--- config.mk ---
export PLATFORM = sky130hd
export DESIGN_NAME = special_cases_resolver_pipe_flat
export DESIGN_NICKNAME = d
export VERILOG_FILES = /design/src/rtl/fphub_special_pkg.sv /design/src/rtl/special_cases_resolver_pipe_if.sv /design/src/rtl/special_case_lane_resolve.sv /design/src/rtl/special_cases_resolver_pipe.sv /design/src/flat_wrapper.sv
export SDC_FILE = /design/constraint.sdc
export NUM_CORES = 1
export LEC_CHECK = 0
export CAP_MARGIN = 15
export CELL_PAD_IN_SITES_DETAIL_PLACEMENT = 0
export CELL_PAD_IN_SITES_GLOBAL_PLACEMENT = 1
export CORE_ASPECT_RATIO = 0.6
export CORE_MARGIN = 5
export CORE_UTILIZATION = 34
export CTS_CLUSTER_SIZE = 40
export DETAILED_ROUTE_END_ITERATION = 8
export PLACE_DENSITY_LB_ADDON = 0.08
export RECOVER_POWER = 50
export SLEW_MARGIN = 0
export SYNTH_ARGS = -nofsm -noshare
export SYNTH_HDL_FRONTEND = slang
export SYNTH_HIERARCHICAL = 1
export SYNTH_SLANG_ARGS = --single-unit
export TNS_END_PERCENT = 100
--- constraint.sdc ---
create_clock -name clk -period 2.28 [get_ports clk]
set_clock_uncertainty 0.15 [all_clocks]
set_input_delay 0.228 -clock clk [delete_from_list [all_inputs] [get_ports clk]]
set_output_delay 0.228 -clock clk [all_outputs]
set_load 0.02 [all_outputs]
--- src/rtl/fphub_special_pkg.sv ---
// fphub_special_pkg: special-case class codes and width-generic operand classifier for the HUB multiplier
package fphub_special_pkg;
  localparam int MAXW = 128;
  typedef enum logic [2:0] {
    CASE_NONE   = 3'd0,
    CASE_INF_P  = 3'd1,
    CASE_INF_N  = 3'd2,
    CASE_ZERO_P = 3'd3,
    CASE_ZERO_N = 3'd4,
    CASE_ONE_P  = 3'd5,
    CASE_ONE_N  = 3'd6
  } special_case_e;
  function automatic special_case_e classify(input logic [MAXW-1:0] op, input int unsigned w, input bit one_detect);
    logic [MAXW-1:0] body_m;
    logic [MAXW-1:0] low_m;
    logic sign;
    logic msb;
    logic inf;
    logic low0;
    body_m = (MAXW'(1) << (w - 1)) - MAXW'(1);
    low_m  = body_m >> 1;
    sign   = |(op & (MAXW'(1) << (w - 1)));
    msb    = |(op & (MAXW'(1) << (w - 2)));
    inf    = (op & body_m) == body_m;
    low0   = (op & low_m) == '0;
    return inf ? (sign ? CASE_INF_N : CASE_INF_P) :
           !low0 ? CASE_NONE :
           msb ? (one_detect ? (sign ? CASE_ONE_N : CASE_ONE_P) : CASE_NONE) :
           (sign ? CASE_ZERO_N : CASE_ZERO_P);
  endfunction
endpackage

--- src/rtl/special_cases_resolver_pipe_if.sv ---
// special_cases_resolver_pipe_if: in/out valid-ready handshake, packed lane operands, per-lane results and hit counter; slave = resolver, master = producer/consumer
interface special_cases_resolver_pipe_if #(
  parameter int M     = 23,
  parameter int E     = 8,
  parameter int LANES = 4,
  parameter int CNT_W = 16
);
  localparam int W = E + M + 1;
  logic                 in_valid;
  logic                 in_ready;
  logic [LANES*W-1:0]   X;
  logic [LANES*W-1:0]   Y;
  logic                 out_valid;
  logic                 out_ready;
  logic [LANES*3-1:0]   X_class;
  logic [LANES*3-1:0]   Y_class;
  logic [LANES-1:0]     special_hit;
  logic [LANES*W-1:0]   special_result;
  logic [LANES-1:0]     invalid;
  logic [CNT_W-1:0]     hit_count;
  logic                 clr_count;
  modport slave (
    input  in_valid, X, Y, out_ready, clr_count,
    output in_ready, out_valid, X_class, Y_class, special_hit, special_result, invalid, hit_count
  );
  modport master (
    output in_valid, X, Y, out_ready, clr_count,
    input  in_ready, out_valid, X_class, Y_class, special_hit, special_result, invalid, hit_count
  );
endinterface

--- src/rtl/special_case_lane_resolve.sv ---
// special_case_lane_resolve: one lane, class codes xc_i/yc_i + operands x_i/y_i -> result_o, hit_o, invalid_o (priority invalid > inf > zero > one)
module special_case_lane_resolve
  import fphub_special_pkg::*;
#(
  parameter int W = 32
) (
  input  special_case_e xc_i,
  input  special_case_e yc_i,
  input  logic [W-1:0]  x_i,
  input  logic [W-1:0]  y_i,
  output logic [W-1:0]  result_o,
  output logic          hit_o,
  output logic          invalid_o
);
  logic x_inf, y_inf, x_zero, y_zero, x_one, y_one, s;
  assign x_inf  = xc_i inside {CASE_INF_P, CASE_INF_N};
  assign y_inf  = yc_i inside {CASE_INF_P, CASE_INF_N};
  assign x_zero = xc_i inside {CASE_ZERO_P, CASE_ZERO_N};
  assign y_zero = yc_i inside {CASE_ZERO_P, CASE_ZERO_N};
  assign x_one  = xc_i inside {CASE_ONE_P, CASE_ONE_N};
  assign y_one  = yc_i inside {CASE_ONE_P, CASE_ONE_N};
  assign s      = x_i[W-1] ^ y_i[W-1];
  assign invalid_o = (x_inf & y_zero) | (y_inf & x_zero);
  assign hit_o     = x_inf | y_inf | x_zero | y_zero | x_one | y_one;
  assign result_o  = invalid_o       ? {1'b0, {(W-1){1'b1}}} :
                     (x_inf | y_inf)   ? {s, {(W-1){1'b1}}} :
                     (x_zero | y_zero) ? {s, {(W-1){1'b0}}} :
                     x_one             ? {s, y_i[W-2:0]} :
                     y_one             ? {s, x_i[W-2:0]} : '0;
endmodule

--- src/rtl/special_cases_resolver_pipe.sv ---
// special_cases_resolver_pipe: 2-stage elastic multi-lane special-case resolver; clk/rst plain, handshake/operands/results/hit counter on io (slave)
module special_cases_resolver_pipe
  import fphub_special_pkg::*;
#(
  parameter int M          = 23,
  parameter int E          = 8,
  parameter int LANES      = 4,
  parameter int ONE_DETECT = 1,
  parameter int CNT_W      = 16
) (
  input logic clk,
  input logic rst,
  special_cases_resolver_pipe_if.slave io
);
  localparam int W = E + M + 1;
  logic                 s1_valid_q, s2_valid_q;
  logic [LANES*3-1:0]   s1_xc_q, s1_yc_q, s2_xc_q, s2_yc_q, xc_d, yc_d;
  logic [LANES*W-1:0]   s1_x_q, s1_y_q, s2_res_q, res_d;
  logic [LANES-1:0]     s2_hit_q, s2_inv_q, hit_d, inv_d;
  logic [CNT_W-1:0]     hit_count_q, cnt_d;
  logic [CNT_W:0]       sum;
  logic                 s1_advance, in_fire, s1_fire, out_fire;
  for (genvar i = 0; i < LANES; i++) begin : g_lane
    assign xc_d[i*3 +: 3] = classify(MAXW'(io.X[i*W +: W]), W, ONE_DETECT != 0);
    assign yc_d[i*3 +: 3] = classify(MAXW'(io.Y[i*W +: W]), W, ONE_DETECT != 0);
    special_case_lane_resolve #(.W(W)) u_res (
      .xc_i     (special_case_e'(s1_xc_q[i*3 +: 3])),
      .yc_i     (special_case_e'(s1_yc_q[i*3 +: 3])),
      .x_i      (s1_x_q[i*W +: W]),
      .y_i      (s1_y_q[i*W +: W]),
      .result_o (res_d[i*W +: W]),
      .hit_o    (hit_d[i]),
      .invalid_o(inv_d[i])
    );
  end
  assign s1_advance = !s2_valid_q | io.out_ready;
  assign io.in_ready = !s1_valid_q | s1_advance;
  assign in_fire  = io.in_valid & io.in_ready;
  assign s1_fire  = s1_valid_q & s1_advance;
  assign out_fire = s2_valid_q & io.out_ready;
  // popcount never exceeds LANES, so one extra bit is enough to detect overflow
  assign sum   = {1'b0, hit_count_q} + (CNT_W+1)'($countones(s2_hit_q));
  assign cnt_d = io.clr_count ? '0 : out_fire ? (sum[CNT_W] ? '1 : sum[CNT_W-1:0]) : hit_count_q;
  always_ff @(posedge clk) begin
    if (rst) begin
      s1_valid_q  <= 1'b0;
      s2_valid_q  <= 1'b0;
      s1_xc_q     <= '0;
      s1_yc_q     <= '0;
      s1_x_q      <= '0;
      s1_y_q      <= '0;
      s2_xc_q     <= '0;
      s2_yc_q     <= '0;
      s2_res_q    <= '0;
      s2_hit_q    <= '0;
      s2_inv_q    <= '0;
      hit_count_q <= '0;
    end else begin
      if (io.in_ready) s1_valid_q <= io.in_valid;
      if (in_fire) begin
        s1_xc_q <= xc_d;
        s1_yc_q <= yc_d;
        s1_x_q  <= io.X;
        s1_y_q  <= io.Y;
      end
      if (s1_advance) s2_valid_q <= s1_valid_q;
      if (s1_fire) begin
        s2_xc_q  <= s1_xc_q;
        s2_yc_q  <= s1_yc_q;
        s2_res_q <= res_d;
        s2_hit_q <= hit_d;
        s2_inv_q <= inv_d;
      end
      hit_count_q <= cnt_d;
    end
  end
  assign io.out_valid      = s2_valid_q;
  assign io.X_class        = s2_xc_q;
  assign io.Y_class        = s2_yc_q;
  assign io.special_hit    = s2_hit_q;
  assign io.special_result = s2_res_q;
  assign io.invalid        = s2_inv_q;
  assign io.hit_count      = hit_count_q;
endmodule
--- src/flat_wrapper.sv ---
// flat-port wrapper written by rule: the top's interface ports become plain ports
module special_cases_resolver_pipe_flat import fphub_special_pkg::*;
#(
  parameter int M          = 23,
  parameter int E          = 8,
  parameter int LANES      = 4,
  parameter int ONE_DETECT = 1,
  parameter int CNT_W      = 16
)
  (clk, rst, io_in_valid, io_X, io_Y, io_out_ready, io_clr_count, io_in_ready, io_out_valid, io_X_class, io_Y_class, io_special_hit, io_special_result, io_invalid, io_hit_count);
  special_cases_resolver_pipe_if #(.M(M), .E(E), .LANES(LANES), .CNT_W(CNT_W)) io_i ();
  input logic clk;
  input logic rst;
  input wire logic [$bits(io_i.in_valid)-1:0] io_in_valid;
  input wire logic [$bits(io_i.X)-1:0] io_X;
  input wire logic [$bits(io_i.Y)-1:0] io_Y;
  input wire logic [$bits(io_i.out_ready)-1:0] io_out_ready;
  input wire logic [$bits(io_i.clr_count)-1:0] io_clr_count;
  output wire logic [$bits(io_i.in_ready)-1:0] io_in_ready;
  output wire logic [$bits(io_i.out_valid)-1:0] io_out_valid;
  output wire logic [$bits(io_i.X_class)-1:0] io_X_class;
  output wire logic [$bits(io_i.Y_class)-1:0] io_Y_class;
  output wire logic [$bits(io_i.special_hit)-1:0] io_special_hit;
  output wire logic [$bits(io_i.special_result)-1:0] io_special_result;
  output wire logic [$bits(io_i.invalid)-1:0] io_invalid;
  output wire logic [$bits(io_i.hit_count)-1:0] io_hit_count;
  assign io_i.in_valid = io_in_valid;
  assign io_i.X = io_X;
  assign io_i.Y = io_Y;
  assign io_i.out_ready = io_out_ready;
  assign io_i.clr_count = io_clr_count;
  assign io_in_ready = io_i.in_ready;
  assign io_out_valid = io_i.out_valid;
  assign io_X_class = io_i.X_class;
  assign io_Y_class = io_i.Y_class;
  assign io_special_hit = io_i.special_hit;
  assign io_special_result = io_i.special_result;
  assign io_invalid = io_i.invalid;
  assign io_hit_count = io_i.hit_count;
  special_cases_resolver_pipe #(.M(M), .E(E), .LANES(LANES), .ONE_DETECT(ONE_DETECT), .CNT_W(CNT_W)) u_core (.clk(clk), .rst(rst), .io(io_i));
endmodule
==> results of run 1 <==
-- layer usage --
metal  GRT usage [%]  up-vias  share of wire [%]
met5               0        -              0.035
li1                -    10200                  -
met1            32.0     9895                 48
met2            34.0      546                 44
met3            4.46       93                6.3
met4            5.96        4                2.2
-- cell type report --
class / count / area (µm²) / share of cell area, %
inverter: 18 / 67.6 / 0.236
antenna: 6 / 15.0 / 0.0525
sequential: 458 / 9180 / 32.1
clock buffer: 70 / 1440 / 5.02
multi-input combinational: 2024 / 10700 / 37.3
clock inverter: 16 / 115 / 0.402
tap: 828 / 1040 / 3.62
timing repair buffer: 620 / 6100 / 21.3
-- placed cells by master, fill, tap and decap left out, types with 14 or more instances in the layout --
cell type                           n
sky130_fd_sc_hd__clkdlybuf4s50_1  363
sky130_fd_sc_hd__inv_1             18
sky130_fd_sc_hd__buf_4            144
sky130_fd_sc_hd__nor4_1            64
sky130_fd_sc_hd__clkbuf_16         49
sky130_fd_sc_hd__nor2_1            20
sky130_fd_sc_hd__nand2_1          884
sky130_fd_sc_hd__and3_1           125
sky130_fd_sc_hd__buf_12            27
sky130_fd_sc_hd__clkbuf_8          14
sky130_fd_sc_hd__mux2i_1          128
sky130_fd_sc_hd__nand3_1           15
sky130_fd_sc_hd__nand4_1           66
sky130_fd_sc_hd__o21ai_1          124
sky130_fd_sc_hd__dfxtp_1          454
sky130_fd_sc_hd__a21oi_1          435
sky130_fd_sc_hd__dlygate4sd3_1     74
-- kinds of logic (layout without fill, tap and decap cells) --
group | count (synthesis) | count (layout) | share of synthesized area [%]
and+or+nand+nor | 1256 | 1257 | 27.1
AOI/OAI and AO/OA | 603 | 603 | 15.1
DFF | 458 | 458 | 43.9
buffers and inverters | 233 | 724 | 5.92
muxes | 128 | 128 | 6.13
xor gates and xnor gates | 21 | 21 | 0.880
adders and majority gates | 15 | 15 | 1.01
other | 0 | 6 | 0
-- how the worst max path moves through the flow --
stage                     slack (ns)                                  start                                   end  depth (start not counted)
after global routing           -0.21  u_core/io.special_hit[0]$_SDFFE_PP0P_   u_core/io.hit_count[7]$_SDFFE_PP0P_                          9
after floorplan                -0.14  u_core/io.special_hit[1]$_SDFFE_PP0P_  u_core/io.hit_count[10]$_SDFFE_PP0P_                          8
after detailed placement       -0.17  u_core/io.special_hit[0]$_SDFFE_PP0P_   u_core/io.hit_count[7]$_SDFFE_PP0P_                          9
final                          -0.14  u_core/io.special_hit[1]$_SDFFE_PP0P_   u_core/io.hit_count[9]$_SDFFE_PP0P_                          7
after global placement         -0.20                               io_X[81]        u_core/s1_xc_q[8]$_SDFFE_PP0P_                          7
after CTS                      -0.11  u_core/io.special_hit[3]$_SDFFE_PP0P_   u_core/io.hit_count[5]$_SDFFE_PP0P_                          7
-- state kept, by name (all words and copies together), names as in the netlist --
register	cells
u_core/io.invalid	4
u_core/io.special_hit	4
u_core/s1_x_q	128
u_core/s1_xc_q	12
u_core/io.out_valid	1
u_core/s1_yc_q	12
u_core/io.Y_class	12
u_core/io.special_result	128
u_core/io.hit_count	16
u_core/io.X_class	12
u_core/s1_y_q	128
u_core/s1_valid_q	1
-- timing repair --
| action | in CTS | in global routing |
|---|---|---|
| resized for setup | 6 | 9 |
| gates cloned | 1 | 0 |
| hold buffers | 1 | 0 |
| buffers inserted | 2 | 2 |
| pin swaps | 7 | 11 |
| endpoints found under the hold margin | 62 | 0 |
| endpoints found under the setup margin | 16 | 37 |
-- stage by stage --
stage,std cells,setup TNS [ns],hold slack [ns]
2_1_floorplan,2714,-1.42,0.214
3_3_place_gp,3942,-2.50,0.289
3_5_place_dp,3942,-3.12,0.294
4_1_cts,4032,-1.34,0.0402
5_1_grt,4039,-9.51,0.0853
6_report,4040,-1.75,0.0874
-- tightest hold or removal path: cells and delay by family --
family	cells	cell delay (ns)
buffers and inverters	1	0.43
AO/OA/AOI/OAI	1	0.05
AND/OR/NAND/NOR	1	0.07
-- report_power, final --
| group | total (W) | internal (W) | switching (W) | leakage, nW |
|---|---|---|---|---|
| clock network | 0.00787 | 0.00447 | 0.00340 | 0.773 |
| registers | 0.00838 | 0.00825 | 0.000127 | 3.74 |
| logic | 0.00173 | 0.000792 | 0.000936 | 7.50 |
==> results.ini, run 1 <==
[layout]
layout.filler_cells=6114
ratio_of_cells_with_drive_above_1_in_the_final_layout_pct=10.0
nets=3447
flow.area_growth_from_synthesis_pct=36.8
post-route-cell-area_um2=28600
utilization_pct=47.0

[synth]
synthTopCellsByArea=sky130_fd_sc_hd__dfxtp_1, sky130_fd_sc_hd__nand2_1, sky130_fd_sc_hd__a21oi_1, sky130_fd_sc_hd__mux2i_1, sky130_fd_sc_hd__and3_1
netlist_area_um2=20900
post-synth-top-area-cell=sky130_fd_sc_hd__dfxtp_1
ys_top_cells_by_count=sky130_fd_sc_hd__nand2_1, sky130_fd_sc_hd__dfxtp_1, sky130_fd_sc_hd__a21oi_1
synthDistinctLibCells=44
synth_edf_count=0
ys.flop_type=sky130_fd_sc_hd__dfxtp_1
synth.yosys.seq_area_share_pct=43.9
postSynthCellCount=2714
synth_top_area_share_pct=43.9
ys_ff_latch=458
post-synth-top-count-cell=sky130_fd_sc_hd__nand2_1
synth.yosys.warnings=6
async_sr_flop_fraction_pct=0
synthesis.area_per_instance_um2=7.70
postSynthNetCount=2990

[setup_path]
critical_path.n_buffers_inverters=0
crit-reg2reg-launch=u_core/io.special_hit[1]$_SDFFE_PP0P_
worstPathCellList=ha_4 > fa_2 > ha_4 > a21oi_2 > or3_4 > or3_4 > a21oi_1
r2r_slack_ns=-0.14
critPathRequiredTime_ns=2.64
critPathSlowestCell=sky130_fd_sc_hd__fa_2
max_stage_delay_ns=0.56
timing.critical_path.max_delay_family=adder cells
timing.critical_path.from_type=register
critical_path.endpoint_type=register
wp_data_arrival_ns=2.78
critical_path_class=reg -> reg
reg2regPathDepth=7
r2r-end=u_core/io.hit_count[9]$_SDFFE_PP0P_
crit_fanout=7

[timing]
fmaxAchievable_ghz=0.413
timing.final.setup_violations=16
timing.max_slew.rel_slack_pct=23.3
finalWorstSetupSlack_ns=-0.142
rsz0062_at_grt=true
timing.final.crit_share_pct=106
timing_max_transition_violations_final=0
tightest_slew_ns=1.15
clock_period_minus_worst_slack_ns=2.42
timing.final.hold_violations=0

[die]
dieWidth_um=330
die_height_um=202
num_rows=70
die_area_um2=66700
io_pins=439
core_region_area_um2=60900
initial_core_util_pct=34.3

[detailed_routing]
drt-total-wl_um=77200
remaining_drc_errors=0
wl_per_cell_um=19.1
route.antenna.remaining_nets=0
drt_iter0_drc=1544
routed_via_density=5.14
drt_pass1_iterations=6
dr_total_vias=20800

[power]
post-layout-total-power_w=0.0180
power_per_unit_of_standard_cell_area_nw_per_um2=629
power.ir.vdd_worst_uv=448
power.static_leakage_nw=12.0

[outcome]
outcome=finished, violations left
violations=setup timing

[grt]
groute.usage.overall_pct=22.2
first_pass_grt_wire_length_um=119000
grt-ovfl-total=0
grt_pass1_vias=20300
grt_antenna_before_repair=7
grt_max_degree=165

[clock_network]
clock_latency_ns=0.58
cts.path.max_buffers=3
tritoncts=yes
master_cell_of_the_clock_root_buffer=sky130_fd_sc_hd__clkbuf_16
clk_pin_slew_worst_paths_ns=0.06
cts.sink_count=458
number_of_buffers_created_by_cts=49
ctsHtreeMaxLevel=2

[placed_design]
pre_cts_ws_ns=-0.167
gp_routability_congestion=0.880
placed_cell_area_um2=27100
dp_hpwl_um=56400
place.port_buffers=438

[run]
cap_violations=0

[min_path]
timing.hold.worst_endpoint=u_core/s1_x_q[63]$_SDFFE_PP0P_
holdPathStages=3
min-delay-path-class=in -> reg
worst_hold_startpoint=io_X[63]

No activity file was read; power rests on OpenSTA's default activity.
==> inputs of run 2 (changes only) <==
--- a/config.mk
+++ b/config.mk
@@ -15,7 +15,6 @@
 export DETAILED_ROUTE_END_ITERATION = 8
 export PLACE_DENSITY_LB_ADDON = 0.08
 export RECOVER_POWER = 50
-export SLEW_MARGIN = 0
 export SYNTH_ARGS = -nofsm -noshare
 export SYNTH_HDL_FRONTEND = slang
 export SYNTH_HIERARCHICAL = 1
==> results of run 2 <==
Same layout as run 1: the final DEF is identical, and so are final timing and power.
==> inputs of run 3 (changes only) <==
--- a/config.mk
+++ b/config.mk
@@ -15,6 +15,7 @@
 export DETAILED_ROUTE_END_ITERATION = 8
 export PLACE_DENSITY_LB_ADDON = 0.08
 export RECOVER_POWER = 50
+export REMOVE_ABC_BUFFERS = 1
 export SYNTH_ARGS = -nofsm -noshare
 export SYNTH_HDL_FRONTEND = slang
 export SYNTH_HIERARCHICAL = 1
==> run 3 against run 2 <==
  * The run still ends with setup timing left
  * Largest cell class unchanged
  * Fmax is 1.9% lower
  * Combinational power is 6% higher
  * Sequential share of layout area is 0.69 points lower
  * Non-clock buffer count is 63 higher
  * Largest power group unchanged
==> results.ini, run 3 (synthesis results as in run 1) <==
[setup_path]
crit_fanout=7  ; unchanged
critical_path_class=reg -> reg
timing.critical_path.from_type=register
critPathRequiredTime_ns=2.64  ; about the same
r2r_slack_ns=-0.19  ; -0.05 ns
timing.critical_path.to=u_core/io.hit_count[0]$_SDFFE_PP0P_
reg2regPathDepth=7  ; unchanged
crit-reg2reg-launch=u_core/io.special_hit[0]$_SDFFE_PP0P_
critPathLaunch=u_core/io.special_hit[0]$_SDFFE_PP0P_
r2r-end=u_core/io.hit_count[0]$_SDFFE_PP0P_
critical_path.endpoint_type=register
wp_data_arrival_ns=2.82  ; +0.04 ns

[die]
initial_core_util_pct=34.3  ; unchanged
dieWidth_um=330  ; unchanged
die_area_um2=66700  ; unchanged
core_region_area_um2=60900  ; unchanged
die_height_um=202  ; unchanged
num_rows=70  ; unchanged
io_pins=439  ; unchanged

[grt]
first_pass_grt_wire_length_um=123000  ; +3.8%
grt_max_degree=101  ; -39%
groute.usage.overall_pct=23.2  ; +0.99 points
grt_antenna_before_repair=7  ; unchanged
grt-ovfl-total=0  ; unchanged
grt_pass1_vias=20500  ; +0.76%

[placed_design]
place.port_buffers=438  ; unchanged
dp_hpwl_um=58300  ; +3.4%
place.detailed.instances=4007  ; +1.6%
gp_routability_congestion=0.856  ; -2.7%

[timing]
timing.final.setup_violations=66  ; +50
timing.final.hold_violations=0  ; unchanged
timing.final.crit_share_pct=108  ; +2.1 points
timing.max_slew.rel_slack_pct=45.6  ; +22 points
fmaxAchievable_ghz=0.405  ; -1.9%
clock_period_minus_worst_slack_ns=2.47  ; +0.0477 ns
finalWorstSetupSlack_ns=-0.189  ; -0.0477 ns
rsz0062_at_grt=true
holdWs_ns=0.0908  ; +0.00339 ns
timing_max_transition_violations_final=0  ; unchanged
tightest_slew_ns=0.816  ; -0.334 ns

[clock_network]
tritoncts=yes
clk_pin_slew_worst_paths_ns=0.06  ; about the same
master_cell_of_the_clock_root_buffer=sky130_fd_sc_hd__clkbuf_16
ctsHtreeMaxLevel=2  ; unchanged
number_of_buffers_created_by_cts=47  ; -4.1%
clock_latency_ns=0.59  ; about the same
cts.path.max_buffers=3  ; unchanged
cts.sink_count=458  ; unchanged

[detailed_routing]
drt_pass1_iterations=5  ; -1
drt-total-wl_um=81100  ; +5.1%
dr_total_vias=21200  ; +2.3%
remaining_drc_errors=0  ; unchanged
wl_per_cell_um=19.8  ; +3.7%
route.antenna.remaining_nets=0  ; unchanged
routed_via_density=5.19  ; +0.89%
drt_iter0_drc=1683  ; +9.0%

[layout]
multi_input_comb_area_um2=10800  ; +0.94%
flow.area_growth_from_synthesis_pct=39.7
nets=3508  ; +1.8%
area_taken_by_flip_flops_and_latches_um2=9170  ; -0.11%
most_frequent_cells_in_the_layout=sky130_fd_sc_hd__nand2_1, sky130_fd_sc_hd__dfxtp_1, sky130_fd_sc_hd__a21oi_1
final_common_cell=sky130_fd_sc_hd__nand2_1
utilization_pct=48.0  ; +0.97 points
layout.filler_cells=6062  ; -0.85%
final_cells=4095  ; +1.4%
ratio_of_cells_with_drive_above_1_in_the_final_layout_pct=12.0  ; +2.0 points

[power]
power.static_leakage_nw=12.4  ; +3.0%
power.ir.vdd_worst_uv=379  ; -15%
post-layout-total-power_w=0.0184  ; +2.5%
power_per_unit_of_standard_cell_area_nw_per_um2=631  ; +0.38%

[outcome]
violations=setup timing
outcome=finished, violations left

[min_path]
min-delay-path-class=in -> reg

[run]
cap_violations=0  ; unchanged

==> run 3: cell count changes in the layout (fill, tap and decap cells not counted), moves of 5 or more <==
cell,change
sky130_fd_sc_hd__clkdlybuf4s50_1,-20
sky130_fd_sc_hd__buf_4,+50
sky130_fd_sc_hd__a21oi_2,+8
sky130_fd_sc_hd__clkbuf_2,+5
sky130_fd_sc_hd__dlygate4sd3_1,+20
sky130_fd_sc_hd__clkinv_2,-5
sky130_fd_sc_hd__a21oi_1,-8
==> run 3: worst min-delay path by stage <==
stage,from,endpoint,slack [ns],cells after the start
2_1_floorplan,rst,u_core/io.X_class[0]$_SDFFE_PP0P_,0.15,1
5_1_grt,io_X[95],u_core/s1_x_q[95]$_SDFFE_PP0P_,0.1,3
3_3_place_gp,u_core/s1_x_q[94]$_SDFFE_PP0P_,u_core/s1_x_q[94]$_SDFFE_PP0P_,0.29,2
6_report,io_X[95],u_core/s1_x_q[95]$_SDFFE_PP0P_,0.09,3
3_5_place_dp,u_core/s1_x_q[107]$_SDFFE_PP0P_,u_core/s1_x_q[107]$_SDFFE_PP0P_,0.29,2
4_1_cts,io_X[95],u_core/s1_x_q[95]$_SDFFE_PP0P_,0.04,3
==> run 3: final cells by class <==
type                       instances  share of cell area, %
clock inverter                    13                  0.668
timing repair buffer             683                   22.4
sequential                       458                   31.4
clock buffer                      68                   4.82
multi-input combinational       2024                   36.8
tap                              828                   3.55
inverter                          18                  0.231
antenna                            3                 0.0257
==> run 3: stage by stage <==
stage	cell area (µm²)	worst slack [ns]	setup TNS (ns)
finish	29200	-0.189	-2.78
global route	29200	-0.237	-22.78
CTS	29400	-0.167	-1.82
detailed placement	27600	-0.429	-10.15
global placement	27600	-0.416	-7.51
floorplan	19700	-5.53	-1751.96
==> run 3: per-layer routing <==
layer / GRT usage, % / routed length [µm]
met1: 34.0 / 38800
met2: 35.8 / 35800
met3: 4.00 / 4960
met4: 4.99 / 1500
met5: 0 / 52
==> run 3: worst max-delay path: stages, from the launching register on <==
cell	delay [ns]
sky130_fd_sc_hd__dfxtp_2	0.34
sky130_fd_sc_hd__ha_4	0.16
sky130_fd_sc_hd__fa_2	0.56
sky130_fd_sc_hd__ha_4	0.16
sky130_fd_sc_hd__a21oi_4	0.07
sky130_fd_sc_hd__or3_4	0.35
sky130_fd_sc_hd__or3_4	0.44
sky130_fd_sc_hd__a21oi_2	0.17
==> run 3: repair_timing <==
item	in CTS	in global routing
cloned	1	0
setup endpoints to repair	38	27
hold endpoints to repair	37	0
gates resized for setup	41	12
hold buffers	1	0
buffers inserted	2	0
pin swaps	21	8
==> run 3: report_power, final <==
group | total (W) | internal, W | switching, W
clock network | 0.00820 | 0.00483 | 0.00338
registers | 0.00838 | 0.00826 | 0.000120
logic | 0.00184 | 0.000845 | 0.000998
total | 0.0184 | 0.0139 | 0.00449
